**src/rtl/cpu_control_fsm.sv**
```systemverilog
// Multi-cycle fetch/decode/execute sequencer for the 8-bit mini CPU.
// Owns the PC, fetches opcode/immediate bytes and drives register file and ALU controls.
module cpu_control_fsm #(
  parameter logic [7:0] RESET_PC = 8'h00
) (
  input  logic       clk,
  input  logic       reset,
  output logic       imem_req,
  output logic [7:0] imem_addr,
  input  logic       imem_ready,
  input  logic [7:0] imem_data,
  output logic [1:0] rf_rs1,
  output logic [1:0] rf_rs2,
  output logic [1:0] rf_rd,
  output logic       rf_write_en,
  output logic [7:0] rf_write_data,
  input  logic [7:0] rf_read_data1,
  input  logic [7:0] rf_read_data2,
  output logic [2:0] alu_op,
  input  logic [7:0] alu_result,
  output logic       halted,
  output logic       illegal_op
);

  localparam logic [2:0] S_IDLE   = 3'd0;
  localparam logic [2:0] S_FETCH  = 3'd1;
  localparam logic [2:0] S_DECODE = 3'd2;
  localparam logic [2:0] S_IMM    = 3'd3;
  localparam logic [2:0] S_EXEC   = 3'd4;
  localparam logic [2:0] S_HALT   = 3'd5;

  localparam logic [3:0] OP_NOP  = 4'h0;
  localparam logic [3:0] OP_XOR  = 4'h5;
  localparam logic [3:0] OP_MOV  = 4'h6;
  localparam logic [3:0] OP_LDI  = 4'h7;
  localparam logic [3:0] OP_JMP  = 4'h8;
  localparam logic [3:0] OP_BEQZ = 4'h9;
  localparam logic [3:0] OP_HALT = 4'hF;

  logic [2:0] state_reg, state_next;
  logic [7:0] pc_reg, pc_next;
  logic [7:0] ir_reg, ir_next;
  logic [7:0] imm_reg, imm_next;
  logic [3:0] opcode;

  assign opcode = ir_reg[7:4];

  always_ff @(posedge clk or posedge reset) begin
    if (reset) begin
      state_reg <= S_IDLE;
      pc_reg    <= RESET_PC;
      ir_reg    <= 8'h00;
      imm_reg   <= 8'h00;
    end else begin
      state_reg <= state_next;
      pc_reg    <= pc_next;
      ir_reg    <= ir_next;
      imm_reg   <= imm_next;
    end
  end

  always_comb begin
    state_next = state_reg;
    pc_next    = pc_reg;
    ir_next    = ir_reg;
    imm_next   = imm_reg;
    case (state_reg)
      S_IDLE: state_next = S_FETCH;
      S_FETCH: begin
        if (imem_ready) begin
          ir_next    = imem_data;
          pc_next    = pc_reg + 8'd1;
          state_next = S_DECODE;
        end
      end
      S_DECODE: begin
        if (opcode == OP_LDI || opcode == OP_JMP || opcode == OP_BEQZ)
          state_next = S_IMM;
        else if (opcode != OP_NOP && opcode <= OP_MOV)
          state_next = S_EXEC;
        else if (opcode == OP_HALT)
          state_next = S_HALT;
        else
          state_next = S_FETCH;  // NOP and illegal opcodes
      end
      S_IMM: begin
        if (imem_ready) begin
          imm_next   = imem_data;
          pc_next    = pc_reg + 8'd1;
          state_next = S_EXEC;
        end
      end
      S_EXEC: begin
        if (opcode == OP_JMP || (opcode == OP_BEQZ && rf_read_data1 == 8'h00))
          pc_next = imm_reg;
        state_next = S_FETCH;
      end
      S_HALT: state_next = S_HALT;
      default: state_next = S_IDLE;
    endcase
  end

  // Outputs decode from registered state only, so an async reset clears them at once.
  always_comb begin
    imem_req      = (state_reg == S_FETCH) || (state_reg == S_IMM);
    imem_addr     = imem_req ? pc_reg : 8'h00;
    rf_rs1        = ir_reg[3:2];
    rf_rs2        = ir_reg[1:0];
    rf_rd         = ir_reg[3:2];
    rf_write_en   = 1'b0;
    rf_write_data = 8'h00;
    alu_op        = 3'd0;
    halted        = (state_reg == S_HALT);
    illegal_op    = (state_reg == S_DECODE) && (opcode >= 4'hA) && (opcode <= 4'hE);
    if (state_reg == S_EXEC) begin
      if (opcode != OP_NOP && opcode <= OP_XOR) begin
        alu_op        = opcode[2:0] - 3'd1;
        rf_write_en   = 1'b1;
        rf_write_data = alu_result;
      end else if (opcode == OP_MOV) begin
        rf_write_en   = 1'b1;
        rf_write_data = rf_read_data2;
      end else if (opcode == OP_LDI) begin
        rf_write_en   = 1'b1;
        rf_write_data = imm_reg;
      end
    end
  end

endmodule

```
**config.mk**
```make
export PLATFORM = sky130hd
export DESIGN_NAME = cpu_control_fsm
export DESIGN_NICKNAME = d
export VERILOG_FILES = /design/src/rtl/cpu_control_fsm.sv
export SDC_FILE = /design/constraint.sdc
export NUM_CORES = 1
export LEC_CHECK = 0
export CORE_MARGIN = 2
export CORE_UTILIZATION = 46
export CTS_CLUSTER_DIAMETER = 50
export DETAILED_ROUTE_END_ITERATION = 7
export GPL_ROUTABILITY_DRIVEN = 0
export PLACE_DENSITY_LB_ADDON = 0.1
export RECOVER_POWER = 25
export SLEW_MARGIN = 10
export SYNTH_ARGS = -nofsm -noshare
export SYNTH_HDL_FRONTEND = slang
export SYNTH_SLANG_ARGS = --single-unit
```
**constraint.sdc**
```tcl
create_clock -name clk -period 2.6 [get_ports clk]
set_input_delay 0.52 -clock clk [delete_from_list [all_inputs] [get_ports clk]]
set_output_delay 0.52 -clock clk [all_outputs]
set_load 0.02 [all_outputs]
```
==> run_results.csv, run 1 <==
group,metric,value,unit
setup_path,critical_path_peak_fanout,10,
timing,rsz_0062_raised_after_global_routing,"no",
logic_synthesis,post_synth_num_cell_types,61,
global_route,busiest_layer,"met2",
logic_synthesis,synth_warnings,0,
clock_network,ctsLongestPathBuffers,2,
die,coreArea,0.00394,mm²
clock_network,clk_pin_slew,0.10,ns
finish,design.final.nets,292,
finish,antenna-diode-count,0,
finish,synthToLayoutAreaGrowth,40.8,%
finish,layout.cells.most_common,"clkdlybuf4s50_1",
logic_synthesis,synth_sequential_area_ratio,36.3,%
global_route,initial_antenna_violation_count,0,
setup_path,crit-reg2reg-launch,"ir_reg[4]",
clock_network,cts_tree,"yes",
setup_path,cpPeakStageDelay,0.60,ns
setup_path,worstReg2RegEnd,"pc_reg[5]",
clock_network,clockRootBuffer,"clkbuf_8",
timing,worst_clock_skew,0.00158,ns
job,max_cap_violations,0,
clock_network,clk_latency,0.29,ns
global_route,grt_use_met2,40.9,%
power_and_ir_drop,power.density,285,mW/mm²
route,drt_drc_violations_left,0,
worst_hold_path,hold_ep,"ir_reg[1]",
route,wirelength,5120,µm
worst_hold_path,worstHoldPathCells,1,
finish,layout.core_utilization,66.5,%
die,placementRows,23,
setup_path,register_to_register_setup_slack,0.76,ns
setup_path,crit_path_top_delay_cell,"clkdlybuf4s50_1",
setup_path,critical_path_arrival,1.99,ns
die,die_width,67.6,µm
logic_synthesis,netlist_top_cells_area,"dfrtp_1, mux2_2, o21ai_0",
global_route,grt_start_max_net_pins,28,
placed_design,place.port_buffers,63,
global_route,groute.layer.met3.usage,3.83,%
die,initial_cell_density_of_the_core,47.3,%
timing,final-max-slew-violation-count,0,
timing,max_freq,0.398,GHz
timing,setup-tns-final,0,ns
die,dieArea,0.00458,mm²
setup_path,cp-start-kind,"flip-flop",
logic_synthesis,synth_ff_type,"dfrtp_1",
setup_path,r2r.worst_path.cells,6,
timing,period_minus_slack,2.51,ns
die,boundaryPins,64,
timing,period_share,96.6,%
timing,timing.max_slew.rel_slack,1.43,%
finish,drive_above_1_share,25.1,%
setup_path,timing.setup.critical_path_class,"reg2out",
timing,timing_hold_violations_final,0,
route,antenna_left,0,
power_and_ir_drop,power.leakage,1.10,nW
logic_synthesis,synthDominantCellAreaShare,36.3,%
power_and_ir_drop,vdd_drop_max,0.000203,V
clock_network,cts_sinks,27,
global_route,gr-usage-all-layers,24.4,%
route,drt-wirelength-per-cell,17.0,µm
finish,fillCellCount,331,
route,initialDrtViolationCount,137,
logic_synthesis,post_synth_inst_count,187,
clock_network,cts_htree_levels,1,
setup_path,kind_of_end_point_of_the_critical_path,"output port",
setup_path,critPathTopFamily,"buffers and inverters",
logic_synthesis,ys_ff_latch,27,
finish,design_area,0.00262,mm²
die,die_h,67.6,µm
logic_synthesis,postSynthAreaPerCell,9.96,µm²
logic_synthesis,ys_async_sr_fraction,100,%
logic_synthesis,edff_count_synth,0,
finish,layout.cells.most_common_list,"clkdlybuf4s50_1, dfrtp_1, mux2_2, o21ai_0, buf_4",
global_route,globalRoute.totalOverflow,0,
logic_synthesis,yosysTopAreaCell,"dfrtp_1",
global_route,gr-usage-met1,33.0,%
run_status,run_status,"finished clean",
global_route,number_of_global_route_vias_before_repair,1677,
timing,setup_viol,0,
route,route.vias.total,1750,
placed_design,placedInstanceArea,0.00255,mm²
global_route,grt_pass1_wl,8400,µm
clock_network,cts_made_buffers,3,
route,vias_per_cell,5.81,
setup_path,cp.required,2.08,ns
worst_hold_path,hold_class,"reg2reg",
timing,worst_pin_slew,1.48,ns
logic_synthesis,post_syn_nets,227,
placed_design,place_hpwl,3890,µm
worst_hold_path,hp-start,"ir_reg[1]",
route,drt_pre_antenna_iters,4,
setup_path,path_cells,"nor3b_4, buf_4, and4b_1, clkdlybuf4s50_1",
setup_path,timing.critical_path.buf_inv,2,
logic_synthesis,synthesis.area,0.00186,mm²
-- synthesized netlist by cell type, drive strengths merged, types with 2 or more instances --
library cell / instances
nand3: 2
a21oi: 11
mux2: 14
nand3b: 2
nor4: 3
nor2b: 3
a31oi: 2
a22oi: 9
ha: 5
o21ai: 16
o221a: 2
a21boi: 2
o31ai: 2
and2: 10
and3b: 2
nor2: 9
o22ai: 2
dfrtp: 27
nand2: 10
nor3: 4
buf: 16
o31a: 2
inv: 7
-- through the flow --
step / total power [mW] / hold WS, ns / setup slack [ns] / instances
5_1_grt: 0.771 / 0.560 / 0.00333 / 301
2_1_floorplan: 0.437 / 0.482 / 0.218 / 187
6_report: 0.748 / 0.524 / 0.0873 / 301
3_5_place_dp: 0.497 / 0.496 / -0.0432 / 297
3_3_place_gp: 0.495 / 0.494 / 0.0620 / 297
4_1_cts: 0.750 / 0.531 / 0.0130 / 301
-- worst max path at each step --
stage | from | endpoint | slack [ns] | depth (start not counted)
after floorplan | ir_reg[4] | alu_op[1] | 0.22 | 7
after global placement | ir_reg[4] | alu_op[0] | 0.06 | 7
after detailed placement | ir_reg[5] | rf_write_data[6] | -0.04 | 8
after CTS | ir_reg[5] | rf_write_data[4] | 0.01 | 8
after global routing | ir_reg[5] | alu_op[1] | 0.003 | 7
final | state_reg[2] | alu_op[2] | 0.09 | 4
-- routing by layer --
metal,share of wire [%],vias up
met5,0,-
met4,1.2,0
met3,4.9,9
met2,51,62
met1,43,860
li1,-,819
-- layout make-up --
type	count	area (µm²)	area share, %
Timing Repair Buffer	77	739	28.2
Inverter	7	26.3	1.00
Multi-Input combinational cell	136	1070	40.7
Clock buffer	3	41.3	1.57
Tap cell	50	62.6	2.39
Sequential cell	27	677	25.8
Clock inverter	1	7.51	0.286
-- where the power goes --
group / internal [mW] / total, mW / switching (mW)
Sequential: 0.420 / 0.420 / 0
Clock: 0.109 / 0.262 / 0.152
Combinational: 0.0461 / 0.0667 / 0.0206
Total: 0.575 / 0.748 / 0.173
-- cell families after synthesis --
logic type	share of synthesized area [%]
buffers and inverters	7.79
multiplexers	9.00
AND/OR/NAND/NOR	18.9
adder cells (fa/ha/maj)	3.36
XOR/XNOR	0.470
AO/OA/AOI/OAI	24.2
flip-flops	36.3
-- repair_timing --
action / CTS / global route
setup endpoints to repair: 11 / 19
resized for setup: 38 / 11
setup buffers: 0 / 0
gates cloned: 0 / 0
hold endpoints to repair: 0 / 0
hold buffers: 0 / 0
No activity file was read; power rests on OpenSTA's default activity.
==> run 2, diff against run 1 <==
--- a/config.mk
+++ b/config.mk
@@ -10,7 +10,7 @@
 export CTS_CLUSTER_DIAMETER = 50
 export DETAILED_ROUTE_END_ITERATION = 7
 export GPL_ROUTABILITY_DRIVEN = 0
-export PLACE_DENSITY_LB_ADDON = 0.1
+export PLACE_DENSITY = 0.85
 export RECOVER_POWER = 25
 export SLEW_MARGIN = 10
 export SYNTH_ARGS = -nofsm -noshare
==> run 2 against run 1 <==
  * Highest routed layer unchanged
  * Combinational power grew 2%
  * Sequential share of layout area grew 0.71 points
  * Setup slack gained 0.043 ns
==> run_results.csv, run 2 (synthesized netlist as in run 1, its figures left out) <==
group,metric,value,unit
run_status,run_status,"finished clean",
setup_path,critical_path_peak_fanout,8,
die,initial_cell_density_of_the_core,47.3,%
die,die_width,67.6,µm
setup_path,crit_path_start,"ir_reg[4]",
timing,setup_ws,0.131,ns
route,drt-wirelength-per-cell,15.9,µm
finish,layout.core_utilization,64.9,%
clock_network,ctsLongestPathBuffers,2,
route,wirelength,4800,µm
clock_network,cts_htree_levels,1,
job,max_cap_violations,0,
setup_path,crit-reg2reg-launch,"ir_reg[4]",
finish,layout.cells.most_common,"clkdlybuf4s50_1",
route,drt_pre_antenna_iters,4,
finish,layout.cells.most_common_list,"clkdlybuf4s50_1, dfrtp_1, buf_4, mux2_2, a21oi_1",
route,antenna_left,0,
global_route,initial_antenna_violation_count,0,
route,drt_drc_violations_left,0,
clock_network,cts_made_buffers,3,
power_and_ir_drop,power.leakage,1.12,nW
timing,period_share,95.0,%
route,vias_per_cell,5.73,
clock_network,cts_sinks,27,
power_and_ir_drop,vdd_drop_max,0.000246,V
die,dieArea,0.00458,mm²
global_route,grt_start_max_net_pins,28,
global_route,gr-usage-all-layers,23.0,%
finish,synthToLayoutAreaGrowth,37.3,%
setup_path,cp.required,2.08,ns
timing,period_minus_slack,2.47,ns
clock_network,cts_hold_buf,0,
die,die_h,67.6,µm
timing,worst_pin_slew,1.47,ns
timing,rsz_0062_raised_after_global_routing,"yes",
finish,design_area,0.00256,mm²
setup_path,critical_path_arrival,1.95,ns
timing,timing_hold_violations_final,0,
placed_design,place_hpwl,3630,µm
finish,antenna-diode-count,0,
power_and_ir_drop,power.density,287,mW/mm²
die,boundaryPins,64,
finish,drive_above_1_share,23.8,%
worst_hold_path,hp-start,"ir_reg[1]",
worst_hold_path,hold_class,"reg2reg",
global_route,number_of_global_route_vias_before_repair,1662,
timing,max_freq,0.405,GHz
timing,final-max-slew-violation-count,0,
placed_design,detailedPlace.worstSlack,-0.0246,ns
setup_path,cp-start-kind,"flip-flop",
die,coreArea,0.00394,mm²
die,placementRows,23,
clock_network,clk_latency,0.28,ns
timing,timing.max_slew.rel_slack,1.71,%
global_route,globalRoute.totalOverflow,0,
finish,design.final.nets,293,
timing,setup_viol,0,
global_route,grt_pass1_wl,7830,µm
clock_network,clockRootBuffer,"clkbuf_8",
setup_path,timing.setup.critical_path_class,"reg2out",
clock_network,clk_pin_slew,0.09,ns
route,route.vias.total,1729,
placed_design,placedInstanceArea,0.00254,mm²
timing,worst_clock_skew,0.0133,ns
power_and_ir_drop,power.total,734,µW
route,initialDrtViolationCount,84,
clock_network,cts_tree,"yes",
setup_path,kind_of_end_point_of_the_critical_path,"output port",
placed_design,place.port_buffers,63,
run 2: metal layers:
metal / part of all wire, % / routed length, µm / track usage (%)
met5: 0 / 0 / 0
met4: 1.5 / 72 / 5.87
met3: 4.4 / 210 / 4.17
met2: 51 / 2470 / 40.3
met1: 43 / 2050 / 29.0
run 2: report_power, final:
group          total, mW  switching [mW]  leakage [nW]  internal, mW
Combinational     0.0682          0.0220         0.744        0.0462
Clock              0.246           0.137        0.0217         0.109
Sequential         0.420               0         0.349         0.420
Total              0.734           0.159          1.12         0.575
run 2: worst max-delay path: stages (launching register included):
cell and delay (ns):
dfrtp_1 0.40, inv_1 0.08, buf_4 0.11, ha_1 0.24
and2_1 0.36, a22oi_1 0.15, a21oi_1 0.16, buf_2 0.17
run 2: cell type report:
type / instances / area [µm²]
clock inverters: 1 / 7.51
flip-flops and latches: 27 / 678
fillers: 304 / 1390
clock buffers: 3 / 41.3
multi-input cells: 136 / 1050
inverters: 7 / 26.3
well taps: 50 / 62.6
repair buffers: 78 / 692
run 2: final timing paths:
check,endpoint,slack [ns],depth (start not counted)
max,rf_write_data[6],0.13,7
min,ir_reg[1],0.52,1
max reg2reg,pc_reg[5],0.72,6
min reg2reg,ir_reg[1],0.52,1
max in group asynchronous,state_reg[1],0.48,3
min in group asynchronous,pc_reg[7],1.17,3
run 2: repair_timing:
action,CTS,global route
resized for setup,25,20
hold endpoints to repair,0,0
setup endpoints to repair,13,11
setup buffers,1,0
pin swaps,2,1
gates cloned,0,0
run 2: through the flow:
step                instances  hold WS [ns]  setup TNS [ns]
floorplan                 187         0.482               0
global placement          297         0.494               0
detailed placement        297         0.503         -0.0246
CTS                       302         0.523               0
global route              302         0.546        -0.00806
finish                    302         0.522               0
==> run 3, diff against run 2 <==
--- a/config.mk
+++ b/config.mk
@@ -6,11 +6,12 @@
 export NUM_CORES = 1
 export LEC_CHECK = 0
 export CORE_MARGIN = 2
-export CORE_UTILIZATION = 46
+export CORE_UTILIZATION = 47
+export CTS_BUF_LIST = sky130_fd_sc_hd__clkbuf_8
 export CTS_CLUSTER_DIAMETER = 50
 export DETAILED_ROUTE_END_ITERATION = 7
 export GPL_ROUTABILITY_DRIVEN = 0
-export PLACE_DENSITY = 0.85
+export PLACE_DENSITY = 0.87
 export RECOVER_POWER = 25
 export SLEW_MARGIN = 10
 export SYNTH_ARGS = -nofsm -noshare
==> run 3 against run 2 <==
  * Non-clock buffer count rose by 2
  * Count of clock-buffer cells in the layout unchanged
  * Via count up 0.87%
  * Clock power fell by 6%
==> run_results.csv, run 3 (synthesized netlist as in run 1, its figures left out) <==
group,metric,value,unit
clock_network,cts_tree,"yes",
setup_path,register_to_register_setup_slack,0.66,ns
run_status,run_status,"finished clean",
global_route,globalRoute.totalOverflow,0,
finish,layout.cells.most_common,"clkdlybuf4s50_1",
die,die_h,67.0,µm
global_route,initial_antenna_violation_count,0,
finish,synthToLayoutAreaGrowth,38.3,%
route,met2_wire_length,2340,µm
timing,period_minus_slack,2.45,ns
clock_network,clockRootBuffer,"clkbuf_8",
setup_path,critical_path_peak_fanout,9,
placed_design,place_hpwl,3490,µm
clock_network,ctsLongestPathBuffers,2,
global_route,gr-usage-all-layers,21.4,%
power_and_ir_drop,intPower,571,µW
route,route.vias.total,1744,
global_route,grt_start_max_net_pins,28,
route,drt-wirelength-per-cell,15.8,µm
route,drt_drc_violations_left,0,
finish,antenna-diode-count,0,
timing,rsz_0062_raised_after_global_routing,"no",
power_and_ir_drop,switching_share,20.4,%
power_and_ir_drop,p_comb_share,9.3,%
setup_path,path_cells,"inv_1, ha_1, nor2b_2, a211o_2, a21oi_1, clkbuf_2",
power_and_ir_drop,power.total,717,µW
route,wirelength,4780,µm
clock_network,clk_latency,0.27,ns
route,antenna_left,0,
clock_network,clk_pin_slew,0.09,ns
route,initialDrtViolationCount,92,
route,drt_pre_antenna_iters,4,
placed_design,placed_cells_incl_taps,297,
timing,worst_clock_skew,0.00164,ns
timing,setup_ws,0.148,ns
placed_design,detailedPlace.worstSlack,-0.167,ns
placed_design,place.port_buffers,63,
power_and_ir_drop,seq_power_share,58.5,%
route,wirelength_met1,2050,µm
die,placementRows,22,
power_and_ir_drop,power.density,278,mW/mm²
setup_path,cp-start-kind,"flip-flop",
power_and_ir_drop,vdd_drop_max,0.000318,V
route,vias_per_cell,5.76,
setup_path,cpPeakStageDelay,0.40,ns
worst_hold_path,hold_class,"reg2reg",
die,die_width,67.0,µm
timing,worst_pin_slew,1.45,ns
setup_path,crit_path_top_delay_cell,"dfrtp_1",
timing,max_freq,0.408,GHz
setup_path,timing.setup.critical_path_class,"reg2out",
timing,timing_hold_violations_final,0,
global_route,grt_pass1_wl,7360,µm
timing,holdWs,0.523,ns
timing,setup_viol,0,
job,max_cap_violations,0,
route,maxUsedRoutingLayer,"met4",
timing,timing.max_slew.rel_slack,3.16,%
finish,layout.cells.most_common_list,"clkdlybuf4s50_1, dfrtp_1, buf_4, mux2_2",
die,coreArea,0.00374,mm²
power_and_ir_drop,clkPwrFrac,32.2,%
die,initial_cell_density_of_the_core,49.8,%
die,dieArea,0.00448,mm²
placed_design,placedInstanceArea,0.00255,mm²
die,boundaryPins,64,
power_and_ir_drop,net-switching-power,146,µW
setup_path,cp.required,2.08,ns
clock_network,cts_made_buffers,3,
route,wl_met3,287,µm
power_and_ir_drop,power.leakage,1.15,nW
clock_network,cts_hold_buf,0,
setup_path,kind_of_end_point_of_the_critical_path,"output port",
finish,design.final.nets,296,
clock_network,cts_sinks,27,
finish,drive_above_1_share,24.7,%
global_route,number_of_global_route_vias_before_repair,1577,
clock_network,cts_htree_levels,1,
timing,final-max-slew-violation-count,0,
finish,cell_count_final_fillers_out,303,
finish,design_area,0.00258,mm²
finish,fillCellCount,305,
timing,period_share,94.3,%
setup_path,critical_path_arrival,1.93,ns
## run 3: cell count changes in the layout (fill, tap and decap cells not counted), moves of 2 or more
cell | before | now
clkbuf_2 | 4 | 11
buf_4 | 14 | 16
dfrtp_2 | 2 | 0
dfrtp_1 | 25 | 27
dlygate4sd2_1 | 2 | 0
buf_2 | 5 | 0
## run 3: routing by layer
metal  vias up  GRT usage, %
li1        833             -
met1       827          28.8
met2        76          34.9
met3         8          3.38
met4         0          7.40
met5         -             0
## run 3: repair_timing
item                                    4_1_cts  5_1_grt
cloned                                        0        1
hold endpoints to repair                      0        0
buffers inserted                              1        0
pin swaps                                     1        1
endpoints found under the setup margin       12       12
resized for setup                            15       31
## run 3: layout make-up
type | instances | area, µm² | area share (%)
Clock buffer | 3 | 41.3 | 1.60
Clock inverter | 1 | 3.75 | 0.146
Inverter | 7 | 26.3 | 1.02
Multi-Input combinational cell | 137 | 1070 | 41.4
Sequential cell | 27 | 676 | 26.2
Tap cell | 48 | 60.1 | 2.33
Timing Repair Buffer | 80 | 702 | 27.2
## run 3: worst max-delay path, delay by kind of cell, from the launching register on
family | cells | cell delay, ns
AOI/OAI and AO/OA | 2 | 0.54
DFF | 1 | 0.40
buffers and inverters | 2 | 0.28
adders and majority gates | 1 | 0.25
and+or+nand+nor | 1 | 0.20
## run 3: worst paths after layout
check                      startpoint                to  cells past startpoint
setup / recovery            ir_reg[4]  rf_write_data[5]                      6
hold / removal              ir_reg[1]         ir_reg[1]                      1
setup reg to reg            ir_reg[4]         pc_reg[5]                      7
hold reg to reg             ir_reg[1]         ir_reg[1]                      1
max in group asynchronous       reset        imm_reg[7]                      3
min in group asynchronous       reset         ir_reg[3]                      3
## run 3: power groups by stage
stage	sequential [mW]	clock, mW	combinational [mW]
2_1_floorplan	0.428	0	0.00895
3_3_place_gp	0.428	0	0.0671
6_report	0.420	0.231	0.0668
4_1_cts	0.419	0.232	0.0684
3_5_place_dp	0.428	0	0.0685
5_1_grt	0.420	0.260	0.0719
## run 3: per-stage QoR
stage	util [%]	TNS, ns
floorplan	-	0
global placement	68.2	-0.460
detailed placement	68.2	-1.53
CTS	69.6	0
global route	68.8	0
finish	68.8	0
